## config.mk

```make
export PLATFORM = sky130hd
export DESIGN_NAME = fp_addsub_pipe
export DESIGN_NICKNAME = d
export VERILOG_FILES = /design/src/rtl/fp_addsub_pipe.sv
export SDC_FILE = /design/constraint.sdc
export NUM_CORES = 1
export LEC_CHECK = 0
export ABC_CLOCK_PERIOD_IN_PS = 1400
export BUFFER_PORTS_ARGS = -buffer_cell sky130_fd_sc_hd__buf_2
export CAP_MARGIN = 20
export CORE_MARGIN = 4
export CORE_UTILIZATION = 49
export CTS_CLUSTER_DIAMETER = 60
export DETAILED_ROUTE_END_ITERATION = 16
export PLACE_DENSITY_LB_ADDON = 0.2
export SYNTH_ARGS = -nofsm -noshare
export SYNTH_HDL_FRONTEND = slang
export SYNTH_SLANG_ARGS = --single-unit
```

## constraint.sdc

```tcl
create_clock -name CLK -period 1.4 [get_ports CLK]
set_input_delay 0.07 -clock CLK [delete_from_list [all_inputs] [get_ports CLK]]
set_output_delay 0.07 -clock CLK [all_outputs]
set_load 0.01 [all_outputs]
```

## src/rtl/fp_addsub_pipe.sv

```systemverilog
// fp_addsub_pipe: two-stage signed fixed-point add/subtract with
// Q-format alignment, rounding, saturate/wrap and valid/ready flow.
module fp_addsub_pipe #(
  parameter int WI1   = 4,
  parameter int WF1   = 4,
  parameter int WI2   = 4,
  parameter int WF2   = 4,
  parameter int WIO   = ((WI1 > WI2) ? WI1 : WI2) + 1,
  parameter int WFO   = (WF1 > WF2) ? WF1 : WF2,
  parameter bit SAT   = 1'b1,
  parameter bit ROUND = 1'b0
) (
  input  logic                      CLK,
  input  logic                      RESET,
  input  logic                      in_valid,
  output logic                      in_ready,
  input  logic signed [WI1+WF1-1:0] in1,
  input  logic signed [WI2+WF2-1:0] in2,
  input  logic                      SUB,
  output logic                      out_valid,
  input  logic                      out_ready,
  output logic signed [WIO+WFO-1:0] out,
  output logic                      OVF,
  output logic                      OVF_STICKY,
  input  logic                      OVF_CLR
);

  localparam int WIP = ((WI1 > WI2) ? WI1 : WI2) + 1;
  localparam int WFP = (WF1 > WF2) ? WF1 : WF2;
  localparam int WP  = WIP + WFP;
  localparam int WO  = WIO + WFO;
  localparam int WR  = WIP + 1 + WFO;
  localparam int WW  = (WR > WO) ? WR : WO;
  localparam int UP  = (WFO > WFP) ? WFO - WFP : 0;
  localparam int DN  = (WFP > WFO) ? WFP - WFO : 0;
  localparam int WT  = WIP + 1 + WFP + UP;
  localparam int RSH = (DN > 0) ? DN - 1 : 0;

  localparam logic [WT-1:0] RINC =
    (ROUND && (DN > 0)) ? (WT'(1) << RSH) : '0;

  logic          s2_adv;
  logic          xfer_in;
  logic          xfer_out;

  logic          s1_valid_d, s1_valid_q;
  logic [WP-1:0] s1_sum_d, s1_sum_q;
  logic          s2_valid_d, s2_valid_q;
  logic [WO-1:0] out_d, out_q;
  logic          ovf_d, ovf_q;
  logic          sticky_d, sticky_q;

  logic signed [WP-1:0] a_ext;
  logic signed [WP-1:0] b_ext;
  logic signed [WP-1:0] sum;

  logic signed [WT-1:0] t_val;
  logic signed [WR-1:0] r_val;
  logic signed [WW-1:0] r_wide;
  logic [WW-WO:0]       r_top;
  logic                 fits;
  logic                 r_sign;
  logic [WO-1:0]        maxp;
  logic [WO-1:0]        res;

  // Handshake: stage 2 frees when empty or drained; stage 1 then
  assign s2_adv    = !s2_valid_q || out_ready;
  assign in_ready  = !s1_valid_q || s2_adv;
  assign xfer_in   = in_valid && in_ready;
  assign xfer_out  = s2_valid_q && out_ready;

  assign out_valid  = s2_valid_q;
  assign out        = out_q;
  assign OVF        = ovf_q;
  assign OVF_STICKY = sticky_q;

  // Align both operands to the internal Q format and add/sub exactly
  always_comb begin
    a_ext = WP'(in1) <<< (WFP - WF1);
    b_ext = WP'(in2) <<< (WFP - WF2);
    sum   = SUB ? (a_ext - b_ext) : (a_ext + b_ext);
  end

  // Resize fraction (pad or round/floor) keeping one spare int bit
  always_comb begin
    t_val = (WT'($signed(s1_sum_q)) <<< UP) + $signed(RINC);
    r_val = WR'(t_val >>> DN);
  end

  // Integer range check and saturate or wrap into the output width
  always_comb begin
    r_wide = WW'(r_val);
    r_top  = r_wide[WW-1:WO-1];
    fits   = (&r_top) || !(|r_top);
    r_sign = r_wide[WW-1];
    maxp   = '1;
    maxp[WO-1] = 1'b0;
    res    = r_wide[WO-1:0];
    if (!fits && SAT) begin
      res = r_sign ? ~maxp : maxp;
    end
  end

  // Next-state for both pipeline stages and the sticky flag
  always_comb begin
    s1_valid_d = s1_valid_q;
    s1_sum_d   = s1_sum_q;
    s2_valid_d = s2_valid_q;
    out_d      = out_q;
    ovf_d      = ovf_q;
    sticky_d   = sticky_q;
    if (in_ready) begin
      s1_valid_d = in_valid;
    end
    if (xfer_in) begin
      s1_sum_d = sum;
    end
    if (s2_adv) begin
      s2_valid_d = s1_valid_q;
      if (s1_valid_q) begin
        out_d = res;
        ovf_d = !fits;
      end
    end
    if (xfer_out && ovf_q) begin
      sticky_d = 1'b1;
    end else if (OVF_CLR) begin
      sticky_d = 1'b0;
    end
  end

  // Pipeline and flag registers, cleared asynchronously
  always_ff @(posedge CLK or posedge RESET) begin
    if (RESET) begin
      s1_valid_q <= 1'b0;
      s1_sum_q   <= '0;
      s2_valid_q <= 1'b0;
      out_q      <= '0;
      ovf_q      <= 1'b0;
      sticky_q   <= 1'b0;
    end else begin
      s1_valid_q <= s1_valid_d;
      s1_sum_q   <= s1_sum_d;
      s2_valid_q <= s2_valid_d;
      out_q      <= out_d;
      ovf_q      <= ovf_d;
      sticky_q   <= sticky_d;
    end
  end

endmodule

```

After elaboration in Yosys (flattened, before gate mapping)
Index checks and enable logic that the tools add are counted.
Storage, ports and cells
  bits in registers: 21
  latch bits: 0
  bits in writable memories: 0
  bits in read-only memories: 0
  bits of input ports: 22
  output and inout bits: 13
  word-level logic and storage cells: 15
  memories: 0
Cells by class
  add/subtract/negate cells: 2
  $mul: 0
  divide/modulo/power cells: 0
  order comparisons: 0
  eq/ne operators: 0
  shift-type cells: 0
  multiplexer cells: 2
  bitwise logic cells: 0
  reductions and logical operators: 6
Operators by type and width (count)
  8-bit by 8-bit adder with 9-bit output: 1
  9-bit two-way mux: 1
  8-bit by 8-bit subtractor with 9-bit output: 1
  1-bit logical NOT: 2
  1-bit logical OR: 2
  2-bit AND reduction: 1
  1-bit logical AND: 1
  1-bit two-way mux: 1

Longest topological paths before layout
  depth in word-level cells: 4
  gate-level depth with buffers: 11
  depth with buffers taken out: 11

Worst setup path before layout
OpenSTA, ideal clock, no wires.
  path kind: input-to-reg
  from: input in2[2]
  to: register s1_sum_q[8]
  arrival time: 1.776 ns
  data required time: 1.276 ns
  slack: -0.500 ns
  stages: 9
  buffers on the path: 0
  cells stage by stage: nor4_1 a21oi_1 xnor2_1 ha_1 a21o_1 or3_1 o21ai_2 xnor2_1 o21ai_1
On the way
  longest elaborated chain between the ends: 2
  elaborated cells between the ends (all ways): 3
Ends and longest elaborated chain
  start: declaration: RTL line 18  | input logic signed [WI2+WF2-1:0] in2,
  8-bit by 8-bit adder with 9-bit output or 8-bit by 8-bit subtractor with 9-bit output (tied branches): RTL line 81  | sum = SUB ? (a_ext - b_ext) : (a_ext + b_ext);
  9-bit two-way mux *: RTL line 81
  end signal: assignment: RTL line 143  | s1_sum_q <= s1_sum_d;
  end: declaration: RTL line 47  | logic [WP-1:0] s1_sum_d, s1_sum_q;
Mark *: on every way between the ends. The rest lies on a longest branch, timed or not.
A chain may end at the register's enable or synchronous reset.

Worst setup path after layout
  from: input in2[1]
  to: register s1_sum_q[8]
Same word-level chain as after synthesis.

==> results_dict.tcl <==
set metrics [dict create \
    initial_core_util 0.512 \
    synth_top_area_cell "dfrtp_1" \
    synth.distinct_cells 34 \
    syn_area_per_cell_um2 9.97 \
    avgViaCountPerCell 5.13 \
    grt-ovfl-total 0 \
    cp_max_fo 3 \
    synth_top_area_share 0.398 \
    pwr-share-clk 0.163 \
    clock_latency_ps 300 \
    violations "negative setup slack" \
    wl_um 2870 \
    dieArea_um2 3440 \
    nNetsFinal 220 \
    place.gp.congestion 0.716 \
    rrSetupSlack_ps 110 \
    p_comb_frac 0.426 \
    hold_viol_final 0 \
    dp_hpwl_um 2260 \
    synth_compound_area_frac 0.138 \
    top_layer "met4" \
    seqCellArea_um2 500 \
    cp-start-kind "input port" \
    fin_total_pwr_mw 2.00 \
    min_period_ps 1710 \
    grt_pass1_wl_um 4720 \
    drtIter0Drc 18 \
    synth_mux_area_frac 0.0896 \
    required_ps 1590 \
    cts_tree "done" \
    synthXorXnorAreaFrac 0.0837 \
    die_w_um 58.6 \
    postRouteAntennaNets 0 \
    seqPwrFrac 0.411 \
    syn_inst 126 \
    hold_end "out_valid" \
    die_h_um 58.6 \
    ios 35 \
    worstPathArrival_ps 1900 \
    port_buffers 31 \
    synthTopCellsByArea "dfrtp_1 40%, ha_1 9.0%, mux2_2 9.0%" \
    cts-root-buf "clkbuf_4" \
    synth_top_family_by_area "compound AO/OA/AOI/OAI gates" \
    yosysSeqAreaShare 0.398 \
    drt-pass1-iter-count 5 \
    antenna_found_initial 0 \
    synth_fa_ha_area_frac 0.106 \
    vias 1113 \
    reg2reg_to "out[0]" \
    htree_levels 1 \
    p_int_mw 1.36 \
    n_antenna_cell 0 \
    worst_setup_path_end_kind "register" \
    grt_usage 0.179 \
    numCtsBuffers 3 \
    finalSetupViolCount 7 \
    status "finished with violations" \
    switching_share 0.323 \
    fillCellCount 188 \
    hold_path.class "in -> reg" \
    drv_slew 0 \
    fin_util 0.755 \
    regToRegStartpoint "out_valid" \
    layout_common_cells "27 x buf_2, 24 x buf_4, 20 x dfrtp_1" \
    synthSimpleGateAreaFrac 0.135 \
    drt-wirelength-per-cell_um 13.2 \
    drt-met1-wl_um 1070 \
    grt_max_degree 21 \
    grt_pass1_vias 1136 \
    power_density_nw_per_um2 1080 \
    layout-drive-gt1-share 0.481 \
    reg2reg_depth 3 \
    rows 18 \
    area_delta_synth_final_pct 47.5 \
    period_share 1.22 \
    worstSetupPathType "in -> reg" \
    final_common_cell "buf_2" \
    ir_worst_vdd_v 0.000705 \
    syn_area_um2 1260 \
    worstHoldStart "out_ready" \
    cts_max_path_buffers 2 \
    skew_ps 4.80 \
    rsz0062_at_grt "yes" \
    finalWorstSetupSlack_ps -308 \
    drc_errors 0 \
    maxCapViolations 0 \
    route.met3.wl_um 130 \
    p_sw_mw 0.647 \
    fmax_ghz 0.585 \
    p_leak_nw 0.898 \
    core_um2 2450 \
    multi_input_area_um2 813 \
    crit_start "in2[1]" \
    whs_path_depth 3 \
    clkSlewWorstSetupHoldPaths_ps 110 \
    clock_sinks 20 \
    synth-seq-cells 20 \
    wl_met2_um 1610 \
    yosysWarningCount 0 \
]
==> cell families (layout without fill, tap and decap cells) <==
kind of cell	Yosys count	count (layout)
xor+xnor	12	12
compound gates	27	27
mux	10	10
flops	20	20
simple gates	35	35
other cells	1	2
fa+ha+maj	10	10
buf+inv	11	71
==> metal layers <==
metal  vias up  global-route usage
met2        32               0.359
met3         5              0.0132
li1        560                   -
met4         0              0.0777
met5         -                   0
met1       516               0.188
==> area by class of cell <==
class,instances,share of cell area
multi-input combinational,96,0.439
tap,30,0.0203
inverter,7,0.0209
sequential,20,0.270
clock buffer,4,0.0196
timing repair buffer,60,0.230
==> synthesized netlist by cell type <==
master / n
mux2_2: 10
o31ai_1: 2
nand3b_1: 1
a21oi_1: 6
buf_2: 1
nor3_1: 4
ha_1: 9
fa_1: 1
nor2_1: 7
xnor2_1: 7
o211ai_1: 2
nand3_1: 1
nand2b_1: 6
inv_1: 7
a21o_1: 1
xor2_1: 5
o21a_1: 4
o2111ai_1: 1
o21ai_2: 1
nand2_2: 1
nand2_1: 11
nor3b_1: 1
or3_1: 1
a31oi_1: 1
dfrtp_1: 20
buf_4: 2
nor4_1: 1
conb_1: 1
nor2b_1: 1
o21ai_0: 6
a211o_1: 1
buf_6: 1
o21ai_1: 1
o31a_1: 1
==> timing repair <==
item / CTS / global route
pin swaps: 7 / 5
resized for setup: 12 / 11
hold buffers: 2 / 0
buffers inserted: 4 / 2
gates cloned: 0 / 0
endpoints found under the hold margin: 21 / 0
setup endpoints to repair: 8 / 7
==> worst max path at each step <==
stage / to / cells after the start
2_1_floorplan: s1_sum_q[8] / 9
3_3_place_gp: s1_sum_q[8] / 11
3_5_place_dp: s1_sum_q[8] / 11
4_1_cts: s1_sum_q[8] / 10
5_1_grt: s1_sum_q[8] / 10
6_report: s1_sum_q[8] / 10
==> critical path, stage by stage <==
cell and delay, ps:
buf_8 100, nor4_4 310, a21oi_2 100, xnor2_1 130, ha_1 290, a21o_1 190, or3_1 330, o21ai_2 140
xnor2_1 150, o21ai_1 80
==> through the flow <==
stage	hold WS, ps	setup slack [ps]	instances	TNS, ps	cell area (um^2)
global placement	97.4	-712	205	-4210	1650
floorplan	33.8	-449	127	-1680	1330
global route	80.5	-416	217	-1820	1850
detailed placement	106	-772	205	-4660	1650
finish	65.5	-308	217	-1320	1850
CTS	57.6	-310	215	-1250	1790
==> power groups by stage <==
stage	clock network [mW]	logic (mW)	registers (mW)
final	0.326	0.854	0.824
after global routing	0.369	0.938	0.849
after CTS	0.333	0.827	0.828
after detailed placement	0	0.780	0.841
after global placement	0	0.740	0.827
after floorplan	0	0.426	0.876
==> registers in the layout (all words and copies together) (netlist names) <==
register    flops
out             9
out_valid       1
s1_sum_q        9
s1_valid_q      1
Note: power is estimated with default switching activity, not from simulation.
